`src/rtl/piso_transmitter.sv`:
```
// Parallel-in serial-out transmitter: captures a WIDTH-bit word on a valid/ready
// handshake and shifts it out one bit per clock, supporting gapless back-to-back frames.
module piso_transmitter #(
  parameter int WIDTH     = 8,
  parameter bit MSB_FIRST = 1'b0
) (
  input  logic             clk,
  input  logic             rst,
  input  logic             load_valid,
  input  logic [WIDTH-1:0] din,
  output logic             load_ready,
  output logic             so,
  output logic             busy,
  output logic             done
);

  localparam int CNT_W = $clog2(WIDTH);

  typedef enum logic {
    IDLE  = 1'b0,
    SHIFT = 1'b1
  } state_t;

  state_t           state_q, state_d;
  logic [WIDTH-2:0] sreg_q, sreg_d;
  logic [CNT_W-1:0] cnt_q, cnt_d;
  logic             so_q, so_d;
  logic             done_q, done_d;

  logic             accept;
  logic             first_bit;
  logic             next_bit;
  logic [WIDTH-2:0] rest_bits;
  logic [WIDTH-2:0] sreg_adv;

  // Bit-order selection: the shift register always holds the bits still to be sent.
  always_comb begin
    if (MSB_FIRST) begin
      first_bit = din[WIDTH-1];
      rest_bits = din[WIDTH-2:0];
      next_bit  = sreg_q[WIDTH-2];
      sreg_adv  = sreg_q << 1;
    end else begin
      first_bit = din[0];
      rest_bits = din[WIDTH-1:1];
      next_bit  = sreg_q[0];
      sreg_adv  = sreg_q >> 1;
    end
  end

  assign load_ready = (state_q == IDLE) || (cnt_q == '0);
  assign accept     = load_valid && load_ready;

  always_comb begin
    state_d = state_q;
    sreg_d  = sreg_q;
    cnt_d   = cnt_q;
    so_d    = so_q;
    done_d  = 1'b0;
    case (state_q)
      IDLE: begin
        so_d = 1'b0;
        if (accept) begin
          so_d    = first_bit;
          sreg_d  = rest_bits;
          cnt_d   = CNT_W'(WIDTH - 1);
          state_d = SHIFT;
        end
      end
      SHIFT: begin
        if (cnt_q != '0) begin
          so_d   = next_bit;
          sreg_d = sreg_adv;
          cnt_d  = cnt_q - CNT_W'(1);
        end else begin
          done_d = 1'b1;
          if (accept) begin
            // Reload straight from the last bit so the stream has no gap.
            so_d   = first_bit;
            sreg_d = rest_bits;
            cnt_d  = CNT_W'(WIDTH - 1);
          end else begin
            so_d    = 1'b0;
            state_d = IDLE;
          end
        end
      end
      default: state_d = IDLE;
    endcase
  end

  always_ff @(posedge clk) begin
    if (rst) begin
      state_q <= IDLE;
      sreg_q  <= '0;
      cnt_q   <= '0;
      so_q    <= 1'b0;
      done_q  <= 1'b0;
    end else begin
      state_q <= state_d;
      sreg_q  <= sreg_d;
      cnt_q   <= cnt_d;
      so_q    <= so_d;
      done_q  <= done_d;
    end
  end

  assign so   = so_q;
  assign busy = (state_q == SHIFT);
  assign done = done_q;

endmodule

```
`config.mk`:
```
export PLATFORM = sky130hd
export DESIGN_NAME = piso_transmitter
export DESIGN_NICKNAME = d
export VERILOG_FILES = /design/src/rtl/piso_transmitter.sv
export SDC_FILE = /design/constraint.sdc
export NUM_CORES = 1
export LEC_CHECK = 0
export ABC_CLOCK_PERIOD_IN_PS = 1200
export CORE_MARGIN = 2
export CORE_UTILIZATION = 30
export DETAILED_ROUTE_END_ITERATION = 10
export PLACE_DENSITY_LB_ADDON = 0.1
export SLEW_MARGIN = 20
export SYNTH_ARGS = -nofsm -noshare
export SYNTH_HDL_FRONTEND = slang
export SYNTH_SLANG_ARGS = --single-unit
```
`constraint.sdc`:
```
create_clock -name clk -period 1.2 [get_ports clk]
set_clock_uncertainty 0.05 [all_clocks]
set_input_delay 0.12 -clock clk [delete_from_list [all_inputs] [get_ports clk]]
set_output_delay 0.12 -clock clk [all_outputs]
set_load 0.01 [all_outputs]
```
After elaboration in Yosys (flattened, before gate mapping)
Index checks and enable logic that the tools add are counted.
- register bits: 13
- input port bits: 11
- output and inout port bits: 4
- word-level logic and storage cells: 25
- $add $sub $neg: 1
- mux-type cells: 13
- bitwise operators: 1
- reductions and logical operators: 5
- operators with widths (kind ; count):
    two-way mux 7 bit ; 2
    one-hot mux 7 bit (2 select lines) ; 1
    two-way mux 3 bit ; 2
    one-hot mux 3 bit (2 select lines) ; 1
    two-way mux 1 bit ; 5
    one-hot mux 1 bit (2 select lines) ; 2
    zero test 3 bit ; 1
    nonzero test 3 bit ; 1
    subtractor 3 x 1 -> 3 bit, second input constant ; 1
    OR reduction 2 bit ; 1
    logical AND 1 bit ; 1
    logical OR 1 bit ; 1
    inverter 1 bit ; 1

Longest topological paths before layout
Gate-level depths: netlist (run 1).
- word-level depth: 6
- depth in mapped cells: 6
- gate-level depth less buffers: 6

Least setup slack after synthesis (run 1)
No wires, ideal clock.
- path type: reg-to-reg
- start point: reg cnt_q[0]
- end point: reg sreg_q[0]
- setup time: 0.086 ns
- arrival time: 1.119 ns
- required time: 1.064 ns
- slack: -0.055 ns
- cell stages (with the launch flop): 7
- path buffers: 0
- clock period less this slack: 1.255 ns
- path through: dfxtp_1 > inv_1 > ha_1 > nand2b_4 > and2_4 > inv_6 > a221oi_2
- longest elaborated chain between the ends: 6
- elaborated cells on any way between the ends: 7
- classes of those cells: 3 x mux; 4 x reduce/logical
- RTL lines (what ; line ; source):
    from (decl) ; 26 ; logic [CNT_W-1:0] cnt_q, cnt_d;
    from (signal assigned) ; 102 ; cnt_q <= cnt_d;
    zero test 3 bit * ; 51 ; assign load_ready = (state_q == IDLE) || (cnt_q == '0);
    logical OR 1 bit * ; 51 ;
    named net load_ready ; 11 ; output logic load_ready,
    logical AND 1 bit * ; 52 ; assign accept = load_valid && load_ready;
    two-way mux 7 bit * ; n/a ;
    two-way mux 7 bit ; 71 ; if (cnt_q != '0) begin
    one-hot mux 7 bit (2 select lines) * ; 60 ; case (state_q)
    to (signal assigned) ; 101 ; sreg_q <= sreg_d;
    to (decl) ; 25 ; logic [WIDTH-2:0] sreg_q, sreg_d;
Mark *: on every way through the listed nets, which the timed path passes. The rest lies on a longest branch.
A chain may end at the register's enable or synchronous reset.

Worst setup path in the final report (run 1)
- start point: reg cnt_q[0]
- end point: out load_ready
- longest elaborated chain between the ends: 2
- RTL lines (what ; line):
    zero test 3 bit ; 51
    logical OR 1 bit ; 51
    to (decl) ; 11
Every way passes these cells.

==> results of run 1 <==
critical path, stage by stage (launching register included):
cell	delay (ns)
dfxtp_2	0.34
inv_2	0.05
ha_4	0.16
nand2b_4	0.06
and2_4	0.16
inv_6	0.03
buf_6	0.11
sequential cells by signal, indices dropped and copies added, names as in the netlist:
name and flops:
busy 1, cnt_q 3, done 1, so 1
sreg_q 7
power breakdown:
part,total (mW),internal (mW),switching [mW],leakage [nW]
registers,0.495,0.474,0.0202,0.108
logic,0.347,0.187,0.160,0.278
clock network,0.268,0.129,0.139,0.0150
what timing repair did:
item	CTS	global route
hold buffers	0	0
setup buffers	1	1
pin swaps	4	1
setup endpoints to repair	16	14
gates resized for setup	21	3
cell usage after synthesis (2+ instances only):
cell type	n	area share
a221oi_2	6	0.14
ha_1	2	0.039
a21oi_1	2	0.016
mux2i_1	7	0.11
dfxtp_1	13	0.40
nor3_1	3	0.023
nor2_1	7	0.041
inv_1	4	0.023
a211oi_1	4	0.047
cell families (layout without fill, tap and decap cells):
family                     Yosys count  count (layout)  share of synthesized area
AOI/OAI and AO/OA                   15              15                      0.237
adders and majority gates            2               2                     0.0389
buffers and inverters                9              37                     0.0856
DFF                                 13              13                      0.405
muxes                                7               7                      0.109
and+or+nand+nor                     14              14                      0.125
per-layer routing:
metal,routed length [um],vias to the layer above,global-route usage
met5,0,-,0
li1,-,278,-
met4,12,0,0.0405
met2,677,10,0.228
met3,73,2,0.0595
met1,660,253,0.159
worst max path at each step:
| stage | to | cells after the start |
|---|---|---|
| floorplan | sreg_q[0] | 6 |
| global placement | load_ready | 6 |
| detailed placement | load_ready | 6 |
| CTS | load_ready | 6 |
| global route | load_ready | 6 |
| finish | load_ready | 6 |
metrics by stage:
step | TNS, ns | instances
5_1_grt | -1.38 | 115
3_3_place_gp | -1.20 | 110
2_1_floorplan | 0 | 60
6_report | -0.844 | 115
3_5_place_dp | -1.36 | 110
4_1_cts | -0.895 | 114
cell type report:
| cell class | instances | area, um^2 | share of cell area |
|---|---|---|---|
| clock buffer | 4 | 26.3 | 0.0271 |
| inverter | 5 | 23.8 | 0.0245 |
| multi-input combinational | 38 | 379 | 0.391 |
| sequential | 13 | 264 | 0.272 |
| tap | 27 | 33.8 | 0.0348 |
| timing repair buffer | 28 | 243 | 0.250 |
==> reports/summary.txt, run 1 <==
Status: finished with violations
Violated checks: negative setup slack
Syn_nets: 73
Post-route worst setup slack: -0.134 ns
Post-synth EDFFs: 0
Cells after synthesis: 60
Worst skew pair latency: 0.27 ns
Total power: 1.11 mW
Reg2Reg Capture Point: sreg_q[3]
GPL Wtd Cong: 0.699
Distinct cells, synth: 21
Worst EP required: 1.03 ns
Reg2reg start: cnt_q[0]
Final global-route overflow total: 0
Synth Cell Area: 643 um^2
Tmin final: 1.33 ns
DR pass1 iterations: 2
Pleak: 0.401 nW
Die X: 50.3 um
Initial Util: 0.321
#FFs+latches synth: 13
Final setup fails: 9
Worst hold slack: 0.383 ns
Root Buffer: clkbuf_4
Max cap viols: 0
Die area: 0.00253 mm^2
Hold Violations, Final: 0
Site Rows: 16
Routed len/inst: 12.4 um
Post-synthesis average cell area: 10.7 um^2
DP Area: 896 um^2
CTS buffer count: 3
Max Buffers Root-to-Sink: 2
Setup slack after placement: -0.305 ns
Hold Path Cell Cnt: 3
WHS Endpoint: so
CP Capture Type: primary output
H-tree depth: 1
CTS Sinks: 13
Register area share after synthesis: 0.405
Global-route usage over all layers: 0.137
# port buffers: 14
Number of global-route vias before repair: 546
Hold path startpoint: din[0]
Layout area overhead: 50.8%
Final period util: 1.11
F_max: 0.750 GHz
Die H: 50.3 um
DR vias: 543
Worst Path Max Fanout: 2
Final Max Slew Viols: 0
Fraction of layout cells with a size suffix above 1: 0.455
Io pins: 15
Synth warnings: 0
Critical path type: reg -> out
R2R Setup Slk: -0.11 ns
Power density over the cells: 1140 mW/mm^2
CTS tree: yes
Layout Utilization: 0.484
Worst path arrival time: 1.16 ns
Hold Crit Class: in -> reg
Crit. Startpoint: cnt_q[0]
Async S/R FF share, synth: 0
First-pass GRT wire length: 2.54 mm
Final #Nets: 102
Initial antenna violation count: 0
Final WL: 1.42 mm
Filler cells: 200
DRC viols: 0
Commonest non-fill, non-tap cell in the layout: buf_4
Crit path launch type: flop
Largest net degree at the start of global routing: 12
Worst slew pin tran: 0.234 ns
Antenna diode count: 0
Core ar.: 0.00200 mm^2
Clock Pin Slew Worst Setup and Hold Paths: 0.08 ns
Dpl hpwl: 1.01 mm
Most frequent cells in the layout: 13 x buf_4, 10 x dfxtp_1, 10 x clkdlybuf4s50_1, 7 x mux2i_1, 7 x nor2_1
Routed vias/inst: 4.72
Ys flop type: dfxtp_1
Worst r2r path cells: 7
Initial drt markers: 8
IR drop worst, VDD: 763 uV
Unrepaired setup endpoints after global routing: true
Finished Cell Area: 970 um^2
Worst slew margin: 0.844
Post-route ant nets: 0
(Power assumes the default switching activity.)
==> inputs of run 2 (changes only) <==
CAP_MARGIN = 10   (was not set)
MAX_ROUTING_LAYER = met4   (was not set)
==> reports/summary.txt, run 2 (synthesized netlist as in run 1, its figures left out) <==
Status: finished with violations
Violated checks: negative setup slack
Hold Crit Class: in -> reg
Biggest regs: sreg_q (7), cnt_q (3)
Layout area overhead: 55.3%
Reg2Reg Capture Point: sreg_q[3]
Unrepaired setup endpoints after global routing: true
GPL Wtd Cong: 0.707 (+1.1%)
Global-route usage over all layers: 0.140 (+0.00305)
Crit path launch type: flop
Tmin final: 1.33 ns (+0.000185 ns)
Final std cells w/o fill: 118 (+2.6%)
CTS Sinks: 13 (unchanged)
Worst hold slack: 0.383 ns (+0.0000230 ns)
Post-route ant nets: 0 (unchanged)
Site Rows: 16 (unchanged)
Io pins: 15 (unchanged)
Routed len/inst: 12.1 um (-2.6%)
Worst path slowest cell: dfxtp_2
Final Max Slew Viols: 0 (unchanged)
Final setup fails: 9 (unchanged)
Fraction of layout cells with a size suffix above 1: 0.473 (+0.0180)
Commonest non-fill, non-tap cell in the layout: buf_4
Die X: 50.3 um (unchanged)
# port buffers: 14 (unchanged)
Max Buffers Root-to-Sink: 2 (unchanged)
H-tree depth: 1 (unchanged)
Dpl hpwl: 1.01 mm (unchanged)
DRC viols: 0 (unchanged)
Worst Path Max Fanout: 2 (unchanged)
Final #Nets: 105 (+2.9%)
Worst slew pin tran: 0.243 ns (+0.00874 ns)
Root Buffer: clkbuf_4
Initial antenna violation count: 0 (unchanged)
Routed vias/inst: 4.72 (about the same)
Core ar.: 0.00200 mm^2 (unchanged)
Initial drt markers: 5 (-3)
WHS Endpoint: so
Hold path startpoint: din[0]
Worst path arrival time: 1.16 ns (about the same)
Kind of cell adding the most delay to the critical path: flip-flops
Crit path largest cell delay: 0.34 ns (about the same)
Power density over the cells: 1120 mW/mm^2 (-1.8%)
Max cap viols: 0 (unchanged)
# hold bufs at CTS: 0 (unchanged)
Largest net degree at the start of global routing: 12 (unchanged)
Worst EP required: 1.03 ns (about the same)
IR drop worst, VDD: 763 uV (about the same)
Setup slack after placement: -0.305 ns (unchanged)
Ordered cell list for the critical path: inv_2, ha_4, nand2b_4, and2_4, inv_6, buf_6
Final global-route overflow total: 0 (unchanged)
First-pass GRT wire length: 2.53 mm (-0.55%)
Final period util: 1.11 (about the same)
Setup TNS: -0.814 ns (+0.0299 ns)
Max reg flops: 7 (unchanged)
Worst r2r path cells: 7 (unchanged)
Total power: 1.12 mW (+1.1%)
R2R Setup Slk: -0.10 ns (about the same)
CP Capture Type: primary output
Dpl cells: 110 (unchanged)
F_max: 0.749 GHz (about the same)
Initial Util: 0.321 (unchanged)
Die H: 50.3 um (unchanged)
Most frequent cells in the layout: 16 x buf_4, 10 x dfxtp_1, 10 x clkdlybuf4s50_1, 7 x mux2i_1, 7 x nor2_1
Worst slew margin: 0.838 (-0.00583)
Crit. Startpoint: cnt_q[0]
CTS tree: yes
Pleak: 0.416 nW (+3.7%)
Number of global-route vias before repair: 547 (+0.18%)
Hold Path Cell Cnt: 3 (unchanged)
Critical path type: reg -> out
Die area: 0.00253 mm^2 (unchanged)
Hold Violations, Final: 0 (unchanged)
Antenna diode count: 0 (unchanged)
Buf/Inv on CP: 3 (unchanged)
Clock Pin Slew Worst Setup and Hold Paths: 0.08 ns (about the same)
Largest Register: sreg_q
DR pass1 iterations: 2 (unchanged)
DR vias: 557 (+2.6%)
Reg2reg start: cnt_q[0]
CTS buffer count: 3 (unchanged)
Final WL: 1.42 mm (about the same)
Worst skew pair latency: 0.27 ns (about the same)
Post-route worst setup slack: -0.134 ns (-0.000185 ns)
[run 2: cell types whose count changed in the layout (fill, tap and decap cells not counted), sizes merged]
| cell | before | now |
|---|---|---|
| buf | 16 | 18 |
| clkdlybuf4s15 | 0 | 1 |
[run 2: how the worst max path moves through the flow]
stage / to / slack, ns / cells after the start
global placement: load_ready / -0.30 / 6
CTS: load_ready / -0.16 / 6
global route: load_ready / -0.19 / 6
finish: load_ready / -0.13 / 6
detailed placement: load_ready / -0.31 / 6
floorplan: sreg_q[0] / 0.02 / 6
[run 2: routing by layer]
metal / global-route usage / wire length (um)
met1: 0.161 / 651
met2: 0.228 / 692
met3: 0.0536 / 66
met4: 0.0405 / 12
met5: - / 0
[run 2: stage by stage]
stage,util,cell area (um^2)
6_report,0.499,998
5_1_grt,0.499,998
4_1_cts,0.479,960
3_5_place_dp,0.448,896
3_3_place_gp,0.448,896
2_1_floorplan,-,656
[run 2: timing repair]
action,4_1_cts,5_1_grt
hold endpoints to repair,0,0
pin swaps,4,1
gates resized for setup,21,2
buffers inserted,1,4
endpoints found under the setup margin,16,14
[run 2: worst min-delay path, stage by stage]
cell and delay [ns]:
clkdlybuf4s50_1 0.40, nand3b_1 0.07, o21ai_0 0.06
[run 2: layout make-up]
| cell class | instances | area (um^2) |
|---|---|---|
| clock buffer | 4 | 26.3 |
| multi-input combinational | 38 | 379 |
| timing repair buffer | 31 | 272 |
| inverter | 5 | 23.8 |
| sequential | 13 | 264 |
| fill | 198 | 1000 |
| tap | 27 | 33.8 |
[run 2: power breakdown]
group	switching, mW	leakage (nW)	internal, mW
clock network	0.139	0.0150	0.129
logic	0.162	0.293	0.198
registers	0.0203	0.108	0.474
==> inputs of run 3 (changes only) <==
CORE_UTILIZATION = 42   (was 30)
PLACE_DENSITY = 0.72   (was not set)
PLACE_DENSITY_LB_ADDON = not set   (was 0.1)
==> reports/summary.txt, run 3 (synthesized netlist as in run 1, its figures left out) <==
Initial drt markers: 8 (+3)
Worst slew margin: 0.854 (+0.0167)
Final std cells w/o fill: 103 (-13%)
Crit. Startpoint: cnt_q[0]
Dpl cells: 98 (-11%)
Sequential share of power: 0.443 (+0.002)
Core ar.: 0.00147 mm^2 (-27%)
Antenna diode count: 0 (unchanged)
Setup TNS: -0.930 ns (-0.116 ns)
Internal power: 795 uW (-0.71%)
Layout Utilization: 0.660 (+0.161)
Worst skew pair latency: 0.27 ns (about the same)
Ordered cell list for the critical path: inv_2, ha_4, nand2b_4, and2_4, inv_6, buf_6
Combinational share of power: 0.319 (-0.002)
Root Buffer: clkbuf_4
Final Max Slew Viols: 0 (unchanged)
Pleak: 0.403 nW (-3.1%)
Io pins: 15 (unchanged)
Area taken by multi-input logic gates: 384 um^2 (+1.3%)
Die H: 43.1 um (-14%)
Critical path type: reg -> out
Post-route worst setup slack: -0.135 ns (-0.000880 ns)
Tmin final: 1.34 ns (+0.000880 ns)
Die X: 43.1 um (-14%)
# port buffers: 14 (unchanged)
Site Rows: 14 (-2)
Hold Path Cell Cnt: 3 (unchanged)
Crit path largest cell delay: 0.33 ns (about the same)
Dpl hpwl: 959 um (-5.4%)
Final setup fails: 10 (+1)
Worst path arrival time: 1.17 ns (about the same)
DR pass1 iterations: 5 (+3)
Max cap viols: 0 (unchanged)
Initial Util: 0.437 (+0.116)
Reg2reg start: cnt_q[0]
Final WL: 1.38 mm (-2.7%)
GPL Wtd Cong: 0.775 (+9.6%)
DR vias: 530 (-4.8%)
Worst path slowest cell: dfxtp_2
Worst EP required: 1.03 ns (about the same)
Largest Register: sreg_q
Die area: 0.00186 mm^2 (-26%)
DRC viols: 0 (unchanged)
Layout area overhead: 51.0%
Worst r2r path cells: 7 (unchanged)
Final global-route overflow total: 0 (unchanged)
CTS buffer count: 3 (unchanged)
Final #Nets: 101 (-3.8%)
Initial antenna violation count: 0 (unchanged)
Power density over the cells: 1150 mW/mm^2 (+2.3%)
# hold bufs at CTS: 0 (unchanged)
Worst slew pin tran: 0.218 ns (-0.0250 ns)
Reg2Reg Capture Point: sreg_q[5]
Routed len/inst: 13.4 um (+11%)
Worst hold slack: 0.371 ns (-0.0118 ns)
Final period util: 1.11 (about the same)
Global-route usage over all layers: 0.178 (+0.0377)
Crit path launch type: flop
Largest net degree at the start of global routing: 15 (+3)
Filler cells: 127 (-36%)
Routed vias/inst: 5.15 (+9.0%)
CTS Sinks: 13 (unchanged)
Switching Share: 0.287 (+0.00106)
CP Capture Type: primary output
Setup slack after placement: -0.307 ns (-0.00177 ns)
First-pass GRT wire length: 2.39 mm (-5.5%)
Max reg flops: 7 (unchanged)
Hold Crit Class: in -> reg
Unrepaired setup endpoints after global routing: true
Violated checks: negative setup slack
H-tree depth: 1 (unchanged)
Number of global-route vias before repair: 572 (+4.6%)
Most frequent cells in the layout: 11 x buf_4, 10 x dfxtp_1, 10 x clkdlybuf4s50_1, 7 x mux2i_1, 7 x nor2_1
CTS tree: yes
Worst Path Max Fanout: 2 (unchanged)
F_max: 0.749 GHz (about the same)
Fraction of layout cells with a size suffix above 1: 0.448 (-0.0243)
Clock Pin Slew Worst Setup and Hold Paths: 0.08 ns (about the same)
Biggest regs: sreg_q (7), cnt_q (3)
Post-route ant nets: 0 (unchanged)
R2R Setup Slk: -0.11 ns (about the same)
Commonest non-fill, non-tap cell in the layout: buf_4
Status: finished with violations
Hold Violations, Final: 0 (unchanged)
IR drop worst, VDD: 908 uV (+19%)
Register area: 264 um^2 (unchanged)
Clk pwr share: 0.238 (about the same)
Critical path endpoint: load_ready
Max Buffers Root-to-Sink: 2 (unchanged)
Psw: 320 uW (-0.20%)
## run 3: power groups by stage
| stage | Sequential, mW | Clock (mW) | Combinational, mW |
|---|---|---|---|
| floorplan | 0.502 | 0 | 0.194 |
| global route | 0.499 | 0.306 | 0.386 |
| detailed placement | 0.501 | 0 | 0.321 |
| global placement | 0.501 | 0 | 0.315 |
| finish | 0.494 | 0.266 | 0.355 |
| CTS | 0.494 | 0.275 | 0.337 |
## run 3: metrics by stage
stage	power [mW]	area, um^2
final	1.12	971
after global routing	1.19	971
after CTS	1.11	938
after detailed placement	0.823	887
after global placement	0.816	887
after floorplan	0.696	656
## run 3: worst max-delay path: cells and delay by family, from the launching register on
family                   cells  cell delay (ns)
flip-flops                   1             0.33
AND/OR/NAND/NOR              2             0.22
buffers and inverters        3             0.18
adder cells (fa/ha/maj)      1             0.16
## run 3: area by class of cell
class,count,share of cell area
Clock buffer,4,0.0271
Multi-Input combinational cell,38,0.396
Timing Repair Buffer,27,0.260
Inverter,5,0.0245
Sequential cell,13,0.272
Tap cell,16,0.0206
## run 3: metal layers
layer / share of wire / vias to the layer above / track usage / routed length [um]
met5: 0 / - / - / 0
met4: 0 / 0 / 0.0545 / 0
met3: 0.051 / 0 / 0.0511 / 70
met2: 0.49 / 12 / 0.284 / 679
met1: 0.46 / 247 / 0.217 / 634
li1: - / 271 / - / -
## run 3: repair_timing
item	CTS	global route
pin swaps	4	2
buffers inserted	0	1
gates resized for setup	17	7
endpoints found under the setup margin	16	14
gates cloned	0	0
hold endpoints to repair	0	0
## run 3: how the worst min path moves through the flow
stage                            to  startpoint  slack [ns]
after floorplan           sreg_q[2]         rst        0.14
after global placement           so   sreg_q[0]        0.45
after detailed placement         so   sreg_q[0]        0.45
after CTS                        so      din[0]        0.39
after global routing             so      din[0]        0.41
final                            so      din[0]        0.37
